$ cat config.mk
export PLATFORM = sky130hd
export DESIGN_NAME = combat_event_gen_flat
export DESIGN_NICKNAME = d
export VERILOG_FILES = /design/src/rtl/combat_event_if.sv /design/src/rtl/combat_event_gen.sv /design/src/flat_wrapper.sv
export SDC_FILE = /design/constraint.sdc
export NUM_CORES = 1
export LEC_CHECK = 0
export ABC_AREA = 1
export BUFFER_PORTS_ARGS = -buffer_cell sky130_fd_sc_hd__buf_2
export CAP_MARGIN = 20
export CORE_MARGIN = 4
export CORE_UTILIZATION = 25
export CTS_CLUSTER_SIZE = 24
export DETAILED_ROUTE_END_ITERATION = 16
export PLACE_DENSITY_LB_ADDON = 0.08
export SYNTH_ARGS = -nofsm -noshare
export SYNTH_HDL_FRONTEND = slang
export SYNTH_SLANG_ARGS = --single-unit
$ cat constraint.sdc
create_clock -name frame_clk -period 1.35 [get_ports frame_clk]
set_clock_uncertainty 0.05 [all_clocks]
set_input_delay 0.0675 -clock frame_clk [delete_from_list [all_inputs] [get_ports frame_clk]]
set_output_delay 0.0675 -clock frame_clk [all_outputs]
set_load 0.05 [all_outputs]
$ cat src/rtl/combat_event_if.sv
// Frame-rate collision bundle between the game logic and the combat event generator.
// Slave side consumes positions/flags and drives the event pulses.
interface combat_event_if #(
    parameter int NUM_ENEMIES = 4
);
    logic                      playing;
    logic [9:0]                player_x;
    logic [9:0]                player_y;
    logic [NUM_ENEMIES-1:0]    enemy_alive;
    logic [10*NUM_ENEMIES-1:0] enemy_x;
    logic [10*NUM_ENEMIES-1:0] enemy_y;
    logic                      pbullet_active;
    logic [9:0]                pbullet_x;
    logic [9:0]                pbullet_y;
    logic [NUM_ENEMIES-1:0]    ebullet_active;
    logic [10*NUM_ENEMIES-1:0] ebullet_x;
    logic [10*NUM_ENEMIES-1:0] ebullet_y;
    logic                      scoring;
    logic                      hit;
    logic [NUM_ENEMIES-1:0]    enemy_kill;
    logic                      pbullet_clear;
    logic [NUM_ENEMIES-1:0]    ebullet_clear;
    logic                      invuln;

    modport master (
        output playing, player_x, player_y,
        output enemy_alive, enemy_x, enemy_y,
        output pbullet_active, pbullet_x, pbullet_y,
        output ebullet_active, ebullet_x, ebullet_y,
        input  scoring, hit, enemy_kill,
        input  pbullet_clear, ebullet_clear, invuln
    );

    modport slave (
        input  playing, player_x, player_y,
        input  enemy_alive, enemy_x, enemy_y,
        input  pbullet_active, pbullet_x, pbullet_y,
        input  ebullet_active, ebullet_x, ebullet_y,
        output scoring, hit, enemy_kill,
        output pbullet_clear, ebullet_clear, invuln
    );
endinterface

$ cat src/rtl/combat_event_gen.sv
// Per-frame bullet/tank collision events with one-frame registered pulses.
// Define COMBAT_INVULN_EN to add the post-hit invulnerability window.
module combat_event_gen #(
    parameter int NUM_ENEMIES   = 4,
    parameter int TANK_SIZE     = 16,
    parameter int BULLET_SIZE   = 4,
    parameter int INVULN_FRAMES = 60
) (
    input  logic          frame_clk,
    input  logic          Reset,
    combat_event_if.slave bus
);
    localparam logic [10:0] TS = 11'(TANK_SIZE);
    localparam logic [10:0] BS = 11'(BULLET_SIZE);

`ifdef COMBAT_INVULN_EN
    typedef enum logic [1:0] {S_DIS, S_ACT, S_INV} state_t;
    localparam logic [7:0] INV_N = 8'(INVULN_FRAMES);
    logic [7:0] r_cnt;
    logic [7:0] w_cnt_nxt;
`else
    typedef enum logic [0:0] {S_DIS, S_ACT} state_t;
`endif

    state_t                 r_state;
    state_t                 w_state_nxt;
    logic                   r_scoring;
    logic                   r_hit;
    logic                   r_pclear;
    logic                   r_invuln;
    logic [NUM_ENEMIES-1:0] r_kill;
    logic [NUM_ENEMIES-1:0] r_eclear;
    logic [NUM_ENEMIES-1:0] w_kill;
    logic [NUM_ENEMIES-1:0] w_eclear;
    logic                   w_found;
    logic                   w_any_eb;
    logic                   w_en;
    logic                   w_hit;
    logic                   w_invuln;

    // 11-bit compare so boxes touching the right/bottom edge never wrap
    function automatic logic f_ovl(
        input logic [9:0]  ax,
        input logic [9:0]  ay,
        input logic [10:0] sa,
        input logic [9:0]  bx,
        input logic [9:0]  by,
        input logic [10:0] sb
    );
        return ({1'b0, ax} < {1'b0, bx} + sb) &&
               ({1'b0, bx} < {1'b0, ax} + sa) &&
               ({1'b0, ay} < {1'b0, by} + sb) &&
               ({1'b0, by} < {1'b0, ay} + sa);
    endfunction

    always_ff @(posedge frame_clk or posedge Reset) begin
        if (Reset) begin
            r_state   <= S_DIS;
            r_scoring <= 1'b0;
            r_hit     <= 1'b0;
            r_pclear  <= 1'b0;
            r_invuln  <= 1'b0;
            r_kill    <= '0;
            r_eclear  <= '0;
`ifdef COMBAT_INVULN_EN
            r_cnt     <= '0;
`endif
        end else begin
            r_state   <= w_state_nxt;
            r_scoring <= w_en && w_found;
            r_pclear  <= w_en && w_found;
            r_kill    <= w_en ? w_kill : '0;
            r_eclear  <= w_en ? w_eclear : '0;
            r_hit     <= w_hit;
            r_invuln  <= w_invuln;
`ifdef COMBAT_INVULN_EN
            r_cnt     <= w_cnt_nxt;
`endif
        end
    end

    always_comb begin
        w_state_nxt = r_state;
`ifdef COMBAT_INVULN_EN
        w_cnt_nxt = '0;
`endif
        if (!bus.playing) begin
            w_state_nxt = S_DIS;
        end else begin
            unique case (r_state)
                S_DIS: w_state_nxt = S_ACT;
`ifdef COMBAT_INVULN_EN
                S_ACT: begin
                    if (w_any_eb) begin
                        w_state_nxt = S_INV;
                        w_cnt_nxt   = INV_N;
                    end
                end
                S_INV: begin
                    w_cnt_nxt = r_cnt - 8'd1;
                    if (r_cnt <= 8'd1) begin
                        w_state_nxt = S_ACT;
                        w_cnt_nxt   = '0;
                    end
                end
`else
                S_ACT: w_state_nxt = S_ACT;
`endif
                default: w_state_nxt = S_DIS;
            endcase
        end
    end

    always_comb begin
        w_kill   = '0;
        w_eclear = '0;
        w_found  = 1'b0;
        for (int i = 0; i < NUM_ENEMIES; i++) begin
            if (!w_found && bus.pbullet_active && bus.enemy_alive[i] &&
                f_ovl(bus.pbullet_x, bus.pbullet_y, BS,
                      bus.enemy_x[10*i +: 10], bus.enemy_y[10*i +: 10], TS)) begin
                w_kill[i] = 1'b1;
                w_found   = 1'b1;
            end
            w_eclear[i] = bus.ebullet_active[i] &&
                f_ovl(bus.ebullet_x[10*i +: 10], bus.ebullet_y[10*i +: 10], BS,
                      bus.player_x, bus.player_y, TS);
        end
        w_any_eb = |w_eclear;
        w_en     = bus.playing && (r_state != S_DIS);
        w_hit    = w_en && w_any_eb && (r_state == S_ACT);
`ifdef COMBAT_INVULN_EN
        w_invuln = (w_state_nxt == S_INV);
`else
        w_invuln = 1'b0;
`endif
    end

    assign bus.scoring       = r_scoring;
    assign bus.hit           = r_hit;
    assign bus.enemy_kill    = r_kill;
    assign bus.pbullet_clear = r_pclear;
    assign bus.ebullet_clear = r_eclear;
    assign bus.invuln        = r_invuln;
endmodule

$ cat src/flat_wrapper.sv
// flat-port wrapper written by rule: the top's interface ports become plain ports
module combat_event_gen_flat 
#(
    parameter int NUM_ENEMIES   = 4,
    parameter int TANK_SIZE     = 16,
    parameter int BULLET_SIZE   = 4,
    parameter int INVULN_FRAMES = 60
)
  (frame_clk, Reset, bus_playing, bus_player_x, bus_player_y, bus_enemy_alive, bus_enemy_x, bus_enemy_y, bus_pbullet_active, bus_pbullet_x, bus_pbullet_y, bus_ebullet_active, bus_ebullet_x, bus_ebullet_y, bus_scoring, bus_hit, bus_enemy_kill, bus_pbullet_clear, bus_ebullet_clear, bus_invuln);
  combat_event_if #(.NUM_ENEMIES(NUM_ENEMIES)) bus_i ();
  input  logic frame_clk;
  input  logic Reset;
  input wire logic [$bits(bus_i.playing)-1:0] bus_playing;
  input wire logic [$bits(bus_i.player_x)-1:0] bus_player_x;
  input wire logic [$bits(bus_i.player_y)-1:0] bus_player_y;
  input wire logic [$bits(bus_i.enemy_alive)-1:0] bus_enemy_alive;
  input wire logic [$bits(bus_i.enemy_x)-1:0] bus_enemy_x;
  input wire logic [$bits(bus_i.enemy_y)-1:0] bus_enemy_y;
  input wire logic [$bits(bus_i.pbullet_active)-1:0] bus_pbullet_active;
  input wire logic [$bits(bus_i.pbullet_x)-1:0] bus_pbullet_x;
  input wire logic [$bits(bus_i.pbullet_y)-1:0] bus_pbullet_y;
  input wire logic [$bits(bus_i.ebullet_active)-1:0] bus_ebullet_active;
  input wire logic [$bits(bus_i.ebullet_x)-1:0] bus_ebullet_x;
  input wire logic [$bits(bus_i.ebullet_y)-1:0] bus_ebullet_y;
  output wire logic [$bits(bus_i.scoring)-1:0] bus_scoring;
  output wire logic [$bits(bus_i.hit)-1:0] bus_hit;
  output wire logic [$bits(bus_i.enemy_kill)-1:0] bus_enemy_kill;
  output wire logic [$bits(bus_i.pbullet_clear)-1:0] bus_pbullet_clear;
  output wire logic [$bits(bus_i.ebullet_clear)-1:0] bus_ebullet_clear;
  output wire logic [$bits(bus_i.invuln)-1:0] bus_invuln;
  assign bus_i.playing = bus_playing;
  assign bus_i.player_x = bus_player_x;
  assign bus_i.player_y = bus_player_y;
  assign bus_i.enemy_alive = bus_enemy_alive;
  assign bus_i.enemy_x = bus_enemy_x;
  assign bus_i.enemy_y = bus_enemy_y;
  assign bus_i.pbullet_active = bus_pbullet_active;
  assign bus_i.pbullet_x = bus_pbullet_x;
  assign bus_i.pbullet_y = bus_pbullet_y;
  assign bus_i.ebullet_active = bus_ebullet_active;
  assign bus_i.ebullet_x = bus_ebullet_x;
  assign bus_i.ebullet_y = bus_ebullet_y;
  assign bus_scoring = bus_i.scoring;
  assign bus_hit = bus_i.hit;
  assign bus_enemy_kill = bus_i.enemy_kill;
  assign bus_pbullet_clear = bus_i.pbullet_clear;
  assign bus_ebullet_clear = bus_i.ebullet_clear;
  assign bus_invuln = bus_i.invuln;
  combat_event_gen #(.NUM_ENEMIES(NUM_ENEMIES), .TANK_SIZE(TANK_SIZE), .BULLET_SIZE(BULLET_SIZE), .INVULN_FRAMES(INVULN_FRAMES)) u_core (.frame_clk(frame_clk), .Reset(Reset), .bus(bus_i));
endmodule
### Yosys cells after proc, flatten, opt, wreduce, memory -nomap -nowiden

Index checks and enable logic that the tools add are counted.

* muxes and demuxes: 10
* order comparisons: 32
* add/subtract/negate cells: 20
* reduce and logical (&&, ||, !) cells: 47

Operators by type and width (count)
* less-than comparator 10 x 11 -> 1 bit: 32
* adder 10 x 3 -> 11 bit, second input constant: 10
* adder 10 x 5 -> 11 bit, second input constant: 10
* logical AND 1 bit: 43
* two-way mux 1 bit: 8
* two-way mux 4 bit: 2
* OR reduction 4 bit: 1
* logical NOT 1 bit: 3

* register bits after elaboration: 11
* logic and storage cells: 114
* output and inout port bits: 12

### Logic depth before layout (Yosys ltp)

Gate-level depths: netlist of run 1.

* depth after elaboration: 23
* gate-level depth with buffers: 19

### Worst setup path after synthesis of run 1

OpenSTA, ideal clock, no wires.

* kind: input to register
* start: input port bus_pbullet_y[2]
* end: register u_core.r_kill[3] (netlist: u_core.bus.enemy_kill[3])
* path slack: -667 ps
* data required time: 1183 ps
* cell stages on the path: 14
* arrival: 1850 ps
* path through: ha_1 -> nand2_1 -> nor2_2 -> and3_2 -> xnor2_1 -> ha_1 -> a21oi_1 -> o21ai_2 -> nor2_2 -> nand2_1 -> nor2_2 -> nand3_2 -> nand3_2 -> nor2_1

* word-level cells in the longest chain between the ends: 21

RTL lines
* from (decl): line flat_wrapper.sv:21 `input wire logic [$bits(bus_i.pbullet_y)-1:0] bus_pbullet_y;`
* adder 10 x 3 -> 11 bit / less-than comparator 10 x 11 -> 1 bit (equally long branches): line combat_event_gen.sv:53, combat_event_gen.sv:52
* less-than comparator 10 x 11 -> 1 bit / logical AND 1 bit (equally long branches): line combat_event_gen.sv:53, combat_event_gen.sv:51
* logical AND 1 bit: line combat_event_gen.sv:52 `({1'b0, ay} < {1'b0, by} + sb) &&`
* logical AND 1 bit: line combat_event_gen.sv:119 `if (!w_found && bus.pbullet_active && bus.enemy_alive[i] &&`
* two-way mux 1 bit: line combat_event_gen.sv:119
* logical NOT 1 bit: line combat_event_gen.sv:119
* logical AND 1 bit (3 in a row): line combat_event_gen.sv:119
* two-way mux 1 bit: line combat_event_gen.sv:119
* logical NOT 1 bit: line combat_event_gen.sv:119
* logical AND 1 bit (3 in a row): line combat_event_gen.sv:119
* two-way mux 1 bit: line combat_event_gen.sv:119
* logical NOT 1 bit: line combat_event_gen.sv:119
* logical AND 1 bit (2 in a row): line combat_event_gen.sv:119
* logical AND 1 bit *: line combat_event_gen.sv:119
* two-way mux 1 bit *: line combat_event_gen.sv:119
* two-way mux 4 bit *: line combat_event_gen.sv:72 `r_kill <= w_en ? w_kill : '0;`
* to (signal assigned): line combat_event_gen.sv:72
* to (decl): line combat_event_gen.sv:31 `logic [NUM_ENEMIES-1:0] r_kill;`

Every way passes the cells marked *; elsewhere a longest branch is shown, timed or not.

### Worst setup path in the final report of run 1

* start: input port bus_pbullet_y[3]
* end: register u_core.r_scoring (netlist: u_core.bus.scoring)

* word-level cells in the longest chain between the ends: 21

RTL lines
* adder 10 x 3 -> 11 bit / less-than comparator 10 x 11 -> 1 bit (equally long branches): line combat_event_gen.sv:53, combat_event_gen.sv:52
* less-than comparator 10 x 11 -> 1 bit / logical AND 1 bit (equally long branches): line combat_event_gen.sv:53, combat_event_gen.sv:51
* logical AND 1 bit: line combat_event_gen.sv:52
* logical AND 1 bit: line combat_event_gen.sv:119
* two-way mux 1 bit: line combat_event_gen.sv:119
* logical NOT 1 bit: line combat_event_gen.sv:119
* logical AND 1 bit (3 in a row): line combat_event_gen.sv:119
* two-way mux 1 bit: line combat_event_gen.sv:119
* logical NOT 1 bit: line combat_event_gen.sv:119
* logical AND 1 bit (3 in a row): line combat_event_gen.sv:119
* two-way mux 1 bit: line combat_event_gen.sv:119
* logical NOT 1 bit: line combat_event_gen.sv:119
* logical AND 1 bit (3 in a row): line combat_event_gen.sv:119
* two-way mux 1 bit *: line combat_event_gen.sv:119
* logical AND 1 bit *: line combat_event_gen.sv:70 `r_scoring <= w_en && w_found;`
* to (signal assigned): line combat_event_gen.sv:70
* to (decl): line combat_event_gen.sv:27 `logic r_scoring;`

Marks and branches as above.

==> results.yml, run 1 <==
run_status:
  status: "finished with violations"
  violations: "setup timing"
layout:
  nNetsFinal: 2389
  drive_above_1_share: 0.372
  final_cells: 2341
  area_growth_pct: 58.3
  stdcell_area_sq_um: 14600
detailed_routing:
  ant_nets: 0
  viasPerCell: 4.49
  drc: 0
  drt-wirelength-per-cell_microns: 14.4
  drt_iter0_drc: 215
  vias: 10500
  wirelength_microns: 33800
  detail_route.first_pass.iterations: 5
sta:
  final.setup.worst_slack_ps: -543
  hold_viol: 0
  setup_viol: 10
  final.setup.tns_ps: -4290
  period_needed_ps: 1890
  fin_crit_sh: 1.40
  drv_slew: 0
  fmax_mhz: 528
  grt_setup_unrepaired: "yes"
synthesis:
  syn_inst: 1344
  muxShareOfSynthArea: 0
  synthTopCellsByCount: "ha_1, nand2_1, inv_1"
  synth-edff-count: 0
  async_reset_ff_frac: 1.00
  synth_top_area_share: 0.404
  synth_cell_types: 40
  yosysWarnings: 0
  synth.avg_cell_area_sq_um: 6.84
  synth_seq_area_share: 0.0299
  synthAdderAreaFrac: 0.404
  synth_top_family_by_area: "adder cells"
  synth_fp_nets: 1853
  synth_compound_area_frac: 0.128
  syn-cell-area_sq_um: 9190
  synth_xor_xnor_area_share: 0.0915
  synth_top_cells_by_area: "ha_1, nand2_1, inv_1"
  yosys.area_share.simple: 0.276
  yosysTopAreaCell: "ha_1"
  ys_ff_latch: 11
  ys.flop_type: "dfrtp_1"
  synth_most_common_cell: "ha_1"
place:
  dp_cells: 2320
  postPlaceCellArea_sq_um: 13300
  gp_congestion: 0.785
  dpl.hpwl_microns: 30400
  numPortBuffers: 222
min_path:
  hold_start: "bus_ebullet_active[3]"
  hold_end: "u_core.bus.ebullet_clear[3]$_DFF_PP0_"
  min_path_type: "in -> reg"
  holdPathStages: 5
setup_path:
  worstPathArrival_ps: 1970
  r2r_cells: 6
  r2r_end: "u_core.bus.enemy_kill[3]$_DFF_PP0_"
  reg2reg_slack_ps: 70
  cp-end-kind: "flip-flop"
  start_kind: "primary input"
  r2r_start: "u_core.r_state$_DFF_PP0_"
  cp_max_fo: 4
  critPathRequiredTime_ps: 1420
  crit_type: "in -> reg"
global_route:
  grt_pass1_vias: 10200
  use_met3: 0.0129
  track_usage: 0.163
  gr-total-overflow: 0
  globalRoute.busiestLayer: "met2"
  grtUsageMet2: 0.275
  grt_max_degree: 12
  grt_pass1_wl_microns: 52700
  antenna_found_initial: 5
  met1_usage: 0.236
die:
  die_w_microns: 200
  die_h_microns: 200
  coreArea_sq_um: 35900
  start_util: 0.256
  die-area_sq_um: 39900
  io_pins: 224
  row_count: 69
clock_network:
  clock_latency_ps: 230
  clk_pin_slew_ps: 40
  cts_tree: "yes"
  numClockSinks: 11
  cts_made_buffers: 3
  root_buffer: "clkbuf_16"
  htree_levels: 1
  clock_path_buffers: 2
job:
  maxCapViolations: 0
pwr:
  p_per_area_nw_per_um2: 387
  p_leak_nw: 7.65
  max-vdd-ir-drop_mv: 0.199
==> worst max path at each step <==
stage | startpoint | depth (start not counted) | slack [ps] | endpoint
6_report | bus_pbullet_y[3] | 18 | -540 | u_core.bus.scoring$_DFF_PP0_
5_1_grt | bus_pbullet_y[3] | 18 | -690 | u_core.bus.scoring$_DFF_PP0_
4_1_cts | bus_pbullet_y[2] | 17 | -520 | u_core.bus.scoring$_DFF_PP0_
3_5_place_dp | bus_pbullet_y[2] | 17 | -890 | u_core.bus.scoring$_DFF_PP0_
3_3_place_gp | bus_player_x[4] | 14 | -900 | u_core.bus.hit$_DFF_PP0_
2_1_floorplan | bus_pbullet_y[3] | 17 | -520 | u_core.bus.scoring$_DFF_PP0_
==> worst max-delay path, stage by stage <==
cell and delay (ps):
buf_12 90, ha_4 140, nand2_4 50, nor2_4 140, and3_4 230, xnor2_4 120
ha_4 290, nand2_1 50, inv_1 60, nand4_1 100, a21oi_1 140, nor2_1 50
nand2_1 100, nor2_2 50, nand2_2 90, nand3_2 80, nand2_1 60, nand2_1 40
==> per-layer routing <==
layer	vias up	part of all wire	routed length, microns
li1	5678	-	-
met1	4674	0.51	17100
met2	130	0.46	15500
met3	12	0.029	994
met4	8	0.0034	114
met5	-	0.0017	56
==> area by class of cell <==
cell class              instances  area [sq um]
inverters                     161           604
well taps                     461           577
diodes                          1          2.50
clock buffers                   4          78.8
fillers                      3871         21400
flip-flops and latches         11           275
multi-input cells            1167          9300
repair buffers                536          3710
==> where the power goes <==
group,switching (mW),leakage (nW),internal (mW)
Combinational,2.46,7.46,2.29
Sequential,0.00635,0.151,0.340
Clock,0.138,0.0382,0.396
Total,2.60,7.65,3.02
==> cells in the final DEF (no fill, tap or decap), drive strengths merged, types with 2 or more instances in the layout <==
| cell | synthesis | layout |
|---|---|---|
| a21oi | 119 | 119 |
| xor2 | 64 | 64 |
| nand2 | 269 | 269 |
| o211ai | 15 | 15 |
| dlygate4sd3 | 0 | 2 |
| a211oi | 3 | 3 |
| a21o | 6 | 6 |
| nor3 | 23 | 23 |
| o21bai | 10 | 10 |
| a21boi | 2 | 2 |
| xnor2 | 32 | 32 |
| dfrtp | 11 | 11 |
| buf | 5 | 533 |
| clkbuf | 0 | 5 |
| nor2 | 128 | 128 |
| o21ai | 40 | 40 |
| nand3 | 70 | 70 |
| ha | 297 | 297 |
| nand3b | 21 | 21 |
| o21a | 6 | 6 |
| nand4 | 51 | 51 |
| inv | 161 | 161 |
| o31ai | 4 | 4 |
==> flip-flops by register name (all words and copies together) (netlist names) <==
signal	cells
u_core.bus.ebullet_clear	4
u_core.bus.enemy_kill	4
u_core.r_state	1
u_core.bus.scoring	1
u_core.bus.hit	1
==> per-stage QoR <==
step                      hold WS (ps)  total power, mW  setup slack [ps]  utilization
after floorplan                   -130             2.59              -516            -
after CTS                          186             5.49              -524        0.393
final                              149             5.63              -543        0.405
after global routing               189             6.33              -687        0.405
after global placement            84.1             4.62              -900        0.370
after detailed placement          87.5             4.66              -886        0.370
==> kinds of logic (layout without fill, tap and decap cells) <==
kind of cell	Yosys count	after routing
compound gates	208	208
other cells	1	2
flops	11	11
buf+inv	166	701
xor+xnor	96	96
fa+ha+maj	297	297
simple gates	565	565
==> repair_timing <==
| action | 4_1_cts | 5_1_grt |
|---|---|---|
| buffers inserted | 13 | 5 |
| gates resized for setup | 128 | 90 |
| hold buffers | 2 | 0 |
| pin swaps | 96 | 82 |
| setup endpoints to repair | 10 | 10 |
| endpoints found under the hold margin | 12 | 0 |
Power figures use the tool's default switching activity.
==> run 2, diff against run 1 <==
BUFFER_PORTS_ARGS = -buffer_cell sky130_fd_sc_hd__buf_4   (was -buffer_cell sky130_fd_sc_hd__buf_2)
CORE_MARGIN = not set   (was 4)
==> run 2 against run 1 <==
Net effect: the flow still finishes with violations (setup timing); first-iteration DRC count grew 24%; clock-buffer cell count is the same; critical path depth is the same; clock power grew 7.5%; register-to-register slack lost 20 ps; highest routed layer unchanged.
==> results.yml, run 2 (synthesis gave the netlist of run 1 again) <==
clock_network:
  clk_pin_slew_ps: 50
  clock_path_buffers: 2
  clock_latency_ps: 240
  root_buffer: "clkbuf_16"
  cts_made_buffers: 3
  cts_tree: "yes"
  htree_levels: 1
  numClockSinks: 11
pwr:
  max-vdd-ir-drop_mv: 0.235
  p_int_mw: 3.10
  p_seq_frac: 0.060
  p_clk_frac: 0.101
  switching_share: 0.457
  p_sw_mw: 2.61
  p_leak_nw: 7.66
  p_per_area_nw_per_um2: 388
  power_mw: 5.71
  combPwrFrac: 0.839
sta:
  period_needed_ps: 1850
  fmax_mhz: 539
  relSlewSlack: 0.661
  final.setup.worst_slack_ps: -504
  final.setup.tns_ps: -3870
  drv_slew: 0
  hold_viol: 0
  worstMarginPinSlew_ps: 508
  fin_crit_sh: 1.37
  setup_viol: 10
  grt_setup_unrepaired: "yes"
die:
  die-area_sq_um: 37500
  coreArea_sq_um: 35900
  die_w_microns: 194
  die_h_microns: 194
  row_count: 69
  io_pins: 224
  start_util: 0.256
layout:
  nNetsFinal: 2357
  nFillCells: 3837
  final_common_cell: "buf_4"
  antenna_cells: 0
  area_growth_pct: 59.9
  final_cell_mix: "buf_4, ha_1, nand2_1, inv_1, a21oi_1"
  drive_above_1_share: 0.356
detailed_routing:
  drt_iter0_drc: 266
  drc: 0
  viasPerCell: 4.48
  wirelength_microns: 33100
  detail_route.first_pass.iterations: 5
  drt-wirelength-per-cell_microns: 14.3
  vias: 10400
  ant_nets: 0
setup_path:
  cp_max_fo: 4
  crit_chain: "buf_12 -> ha_4 -> nand2_4 -> nor2_4 -> and3_4 -> xnor2_4 -> ha_4 -> a21oi_2 -> o21ai_1 -> inv_1 -> nand2_1 -> nor2_1 -> nand2_1 -> nor2_1 -> nand2_2 -> nand3_2 -> nand2_1 -> nand2_1"
  max_stage_delay_ps: 260
  crit_type: "in -> reg"
  cp-end-kind: "flip-flop"
  cpMaxStageDelayCell: "xnor2_4"
  start_kind: "primary input"
  worstPathArrival_ps: 1980
  critPathRequiredTime_ps: 1480
  cpMostUsedCell: "nand2_1"
place:
  dpl.hpwl_microns: 29800
  gp_congestion: 0.814
  numPortBuffers: 222
global_route:
  track_usage: 0.176
  gr-total-overflow: 0
  grt_pass1_wl_microns: 53500
  grt_pass1_vias: 10400
  grt_max_degree: 12
  antenna_found_initial: 1
run_status:
  violations: "setup timing"
  status: "finished with violations"
job:
  maxCapViolations: 0
min_path:
  min_path_type: "in -> reg"
run 2: cell types whose count changed in the layout (fill, tap and decap cells not counted), moves of 3 or more:
cell / previous run / this run
buf_2: 197 / 0
buf_4: 306 / 476
buf_6: 19 / 9
nand2_1: 248 / 243
buf_8: 6 / 10
ha_1: 267 / 271
ha_4: 29 / 26
nand2_2: 18 / 21
nand3_1: 47 / 50
nor2_2: 16 / 19
xor2_1: 56 / 59
run 2: per-stage QoR:
stage	utilization	cell area [sq um]	setup slack, ps	cells	hold slack, ps
after floorplan	-	9410	-516	1344	-130
after global placement	0.381	13700	-854	2293	99.1
after detailed placement	0.381	13700	-890	2293	115
after CTS	0.400	14400	-537	2306	170
after global routing	0.409	14700	-742	2308	197
final	0.409	14700	-504	2308	180
run 2: metal layers:
layer | track usage | routed length [microns] | up-vias
li1 | - | - | 5618
met1 | 0.244 | 16500 | 4569
met2 | 0.303 | 15200 | 147
met3 | 0.0132 | 1040 | 14
met4 | 0.0234 | 299 | 2
met5 | 0 | 13 | -
run 2: critical path: cells and delay by family:
kind,cells,cell delay [ps]
adder cells (fa/ha/maj),2,420
AO/OA/AOI/OAI,2,190
buffers and inverters,2,160
AND/OR/NAND/NOR,11,890
XOR/XNOR,1,260
run 2: worst paths after layout:
check | slack (ps) | from | end | cells past startpoint
setup reg to reg | 50 | u_core.r_state$_DFF_PP0_ | u_core.bus.enemy_kill[3]$_DFF_PP0_ | 6
hold reg to reg | 630 | u_core.r_state$_DFF_PP0_ | u_core.bus.ebullet_clear[2]$_DFF_PP0_ | 3
hold / removal | 180 | bus_ebullet_active[2] | u_core.bus.ebullet_clear[2]$_DFF_PP0_ | 5
setup / recovery | -500 | bus_pbullet_y[2] | u_core.bus.scoring$_DFF_PP0_ | 18
max in group asynchronous | 510 | Reset | u_core.bus.enemy_kill[2]$_DFF_PP0_ | 3
min in group asynchronous | 390 | Reset | u_core.bus.ebullet_clear[2]$_DFF_PP0_ | 3
run 2: final cells by class:
cell class | instances | area (sq um) | area share
sequential | 11 | 275 | 0.0187
multi-input combinational | 1167 | 9180 | 0.624
clock buffer | 4 | 78.8 | 0.00536
tap | 461 | 577 | 0.0392
timing repair buffer | 504 | 3990 | 0.271
inverter | 161 | 604 | 0.0411
run 2: power by group through the flow:
stage	logic, mW	clock network, mW	registers (mW)
final	4.79	0.574	0.344
after CTS	4.67	0.596	0.345
after global placement	4.38	0	0.350
after global routing	5.45	0.600	0.345
after detailed placement	4.44	0	0.350
after floorplan	2.21	0	0.372
run 2: what timing repair did:
| action | CTS | global route |
|---|---|---|
| setup buffers | 8 | 2 |
| hold buffers | 2 | 0 |
| resized for setup | 102 | 69 |
| pin swaps | 95 | 58 |
| endpoints found under the setup margin | 10 | 10 |
| hold endpoints to repair | 12 | 0 |
==> run 3, diff against run 2 <==
CELL_PAD_IN_SITES_DETAIL_PLACEMENT = 1   (was not set)
CELL_PAD_IN_SITES_GLOBAL_PLACEMENT = 1   (was not set)
CORE_UTILIZATION = 35   (was 25)
==> run 3 against run 2 <==
Net effect: the flow still finishes with violations (setup timing); design area grew 0.19%; global-route usage grew 9.3 points; largest cell class unchanged; hold slack lost 38 ps; cell count shrank 6.1%.
==> results.yml, run 3 (synthesis gave the netlist of run 1 again) <==
sta:
  fin_crit_sh: 1.47
  grt_setup_unrepaired: "yes"
  setup_viol: 10
  fmax_mhz: 503
  final.setup.worst_slack_ps: -637
  drv_slew: 0
  hold_viol: 0
  period_needed_ps: 1990
detailed_routing:
  wirelength_microns: 37800
  ant_nets: 0
  highest_layer: "met5"
  detail_route.first_pass.iterations: 5
  viasPerCell: 5.19
  drt_iter0_drc: 380
  dr_wl_met2_microns: 19000
  dr_wl_met3_microns: 1560
  drc: 0
  vias: 11300
  wl_met1_microns: 16400
  drt-wirelength-per-cell_microns: 17.4
place:
  gp_congestion: 0.854
  place_ws_ps: -982
  numPortBuffers: 222
  dpl.hpwl_microns: 30800
global_route:
  grt_pass1_vias: 11800
  track_usage: 0.269
  grt_pass1_wl_microns: 57700
  grt_max_degree: 12
  antenna_found_initial: 1
  gr-total-overflow: 0
clock_network:
  numClockSinks: 11
  clock_latency_ps: 240
  cts_made_buffers: 3
  htree_levels: 1
  root_buffer: "clkbuf_16"
  clock_path_buffers: 2
  clk_pin_slew_ps: 40
  cts_tree: "yes"
layout:
  final_cell_mix: "buf_4, ha_1, nand2_1, inv_1, a21oi_1"
  area_growth_pct: 60.2
  nNetsFinal: 2348
  final_common_cell: "buf_4"
  antenna_cells: 0
  drive_above_1_share: 0.373
run_status:
  violations: "setup timing"
  status: "finished with violations"
die:
  coreArea_sq_um: 25500
  die_w_microns: 164
  die_h_microns: 164
  io_pins: 224
  start_util: 0.361
  die-area_sq_um: 26900
  row_count: 58
pwr:
  p_int_mw: 3.18
  switching_share: 0.471
  p_per_area_nw_per_um2: 408
  p_leak_nw: 7.63
  combPwrFrac: 0.854
  p_seq_frac: 0.057
  power_mw: 6.01
  p_sw_mw: 2.83
  max-vdd-ir-drop_mv: 0.290
  p_clk_frac: 0.089
setup_path:
  r2r_cells: 6
  worstPathArrival_ps: 2110
  crit_type: "in -> reg"
  critPathRequiredTime_ps: 1470
  cp-end-kind: "flip-flop"
  start_kind: "primary input"
  cp_max_fo: 4
job:
  maxCapViolations: 0
min_path:
  holdPathStages: 5
  min_path_type: "in -> reg"
[run 3: cell count changes in the layout (fill, tap and decap cells not counted), sizes merged]
cell      previous run  this run
inv                161       160
clkinvlp             0         1
buf                502       493
[run 3: final timing paths]
path | startpoint | slack (ps) | to
worst max register to register | u_core.r_state$_DFF_PP0_ | 70 | u_core.bus.enemy_kill[3]$_DFF_PP0_
worst max-delay path | bus_pbullet_y[2] | -640 | u_core.bus.enemy_kill[3]$_DFF_PP0_
worst min-delay path | bus_ebullet_active[3] | 140 | u_core.bus.ebullet_clear[3]$_DFF_PP0_
min in group asynchronous | Reset | 370 | u_core.bus.enemy_kill[0]$_DFF_PP0_
max in group asynchronous | Reset | 580 | u_core.bus.hit$_DFF_PP0_
worst min register to register | u_core.r_state$_DFF_PP0_ | 600 | u_core.bus.enemy_kill[2]$_DFF_PP0_
[run 3: stage by stage]
step	hold WS (ps)	util	instances	area [sq um]	TNS [ps]
after global routing	164	0.578	2168	14700	-5750
final	142	0.578	2168	14700	-4850
after detailed placement	78.0	0.525	2144	13400	-8110
after global placement	75.4	0.525	2144	13400	-7420
after CTS	151	0.557	2161	14200	-4270
after floorplan	-130	-	1344	9410	-3660
[run 3: layout make-up]
type,count,area (sq um)
clock buffer,4,78.8
multi-input combinational,1167,9430
tap,330,413
timing repair buffer,495,3930
inverter,161,608
sequential,11,275
fill,3241,10700
[run 3: power by group through the flow]
stage	sequential, mW	combinational (mW)	clock, mW
floorplan	0.372	2.21	0
global placement	0.349	4.22	0
detailed placement	0.349	4.44	0
CTS	0.344	4.75	0.544
global route	0.345	5.69	0.568
finish	0.344	5.13	0.533
[run 3: critical path: stages]
cell,delay [ps]
buf_12,110
ha_4,160
nand2_4,60
nor2_4,40
buf_6,130
xnor2_4,300
buf_6,150
ha_1,270
a21oi_2,150
o21a_1,160
o221ai_1,120
nor2_1,120
nand4_1,130
nor2_1,120
[run 3: repair_timing]
item                                    CTS  global route
resized for setup                       116           102
hold buffers                              2             0
endpoints found under the hold margin    12             0
buffers inserted                         11             8
gates cloned                              0             0
endpoints found under the setup margin   10            10
pin swaps                               110            92
[run 3: layer usage]
layer	vias up	global-route usage
li1	5587	-
met1	5339	0.329
met2	263	0.503
met3	59	0.0225
met4	2	0.0623
met5	-	0
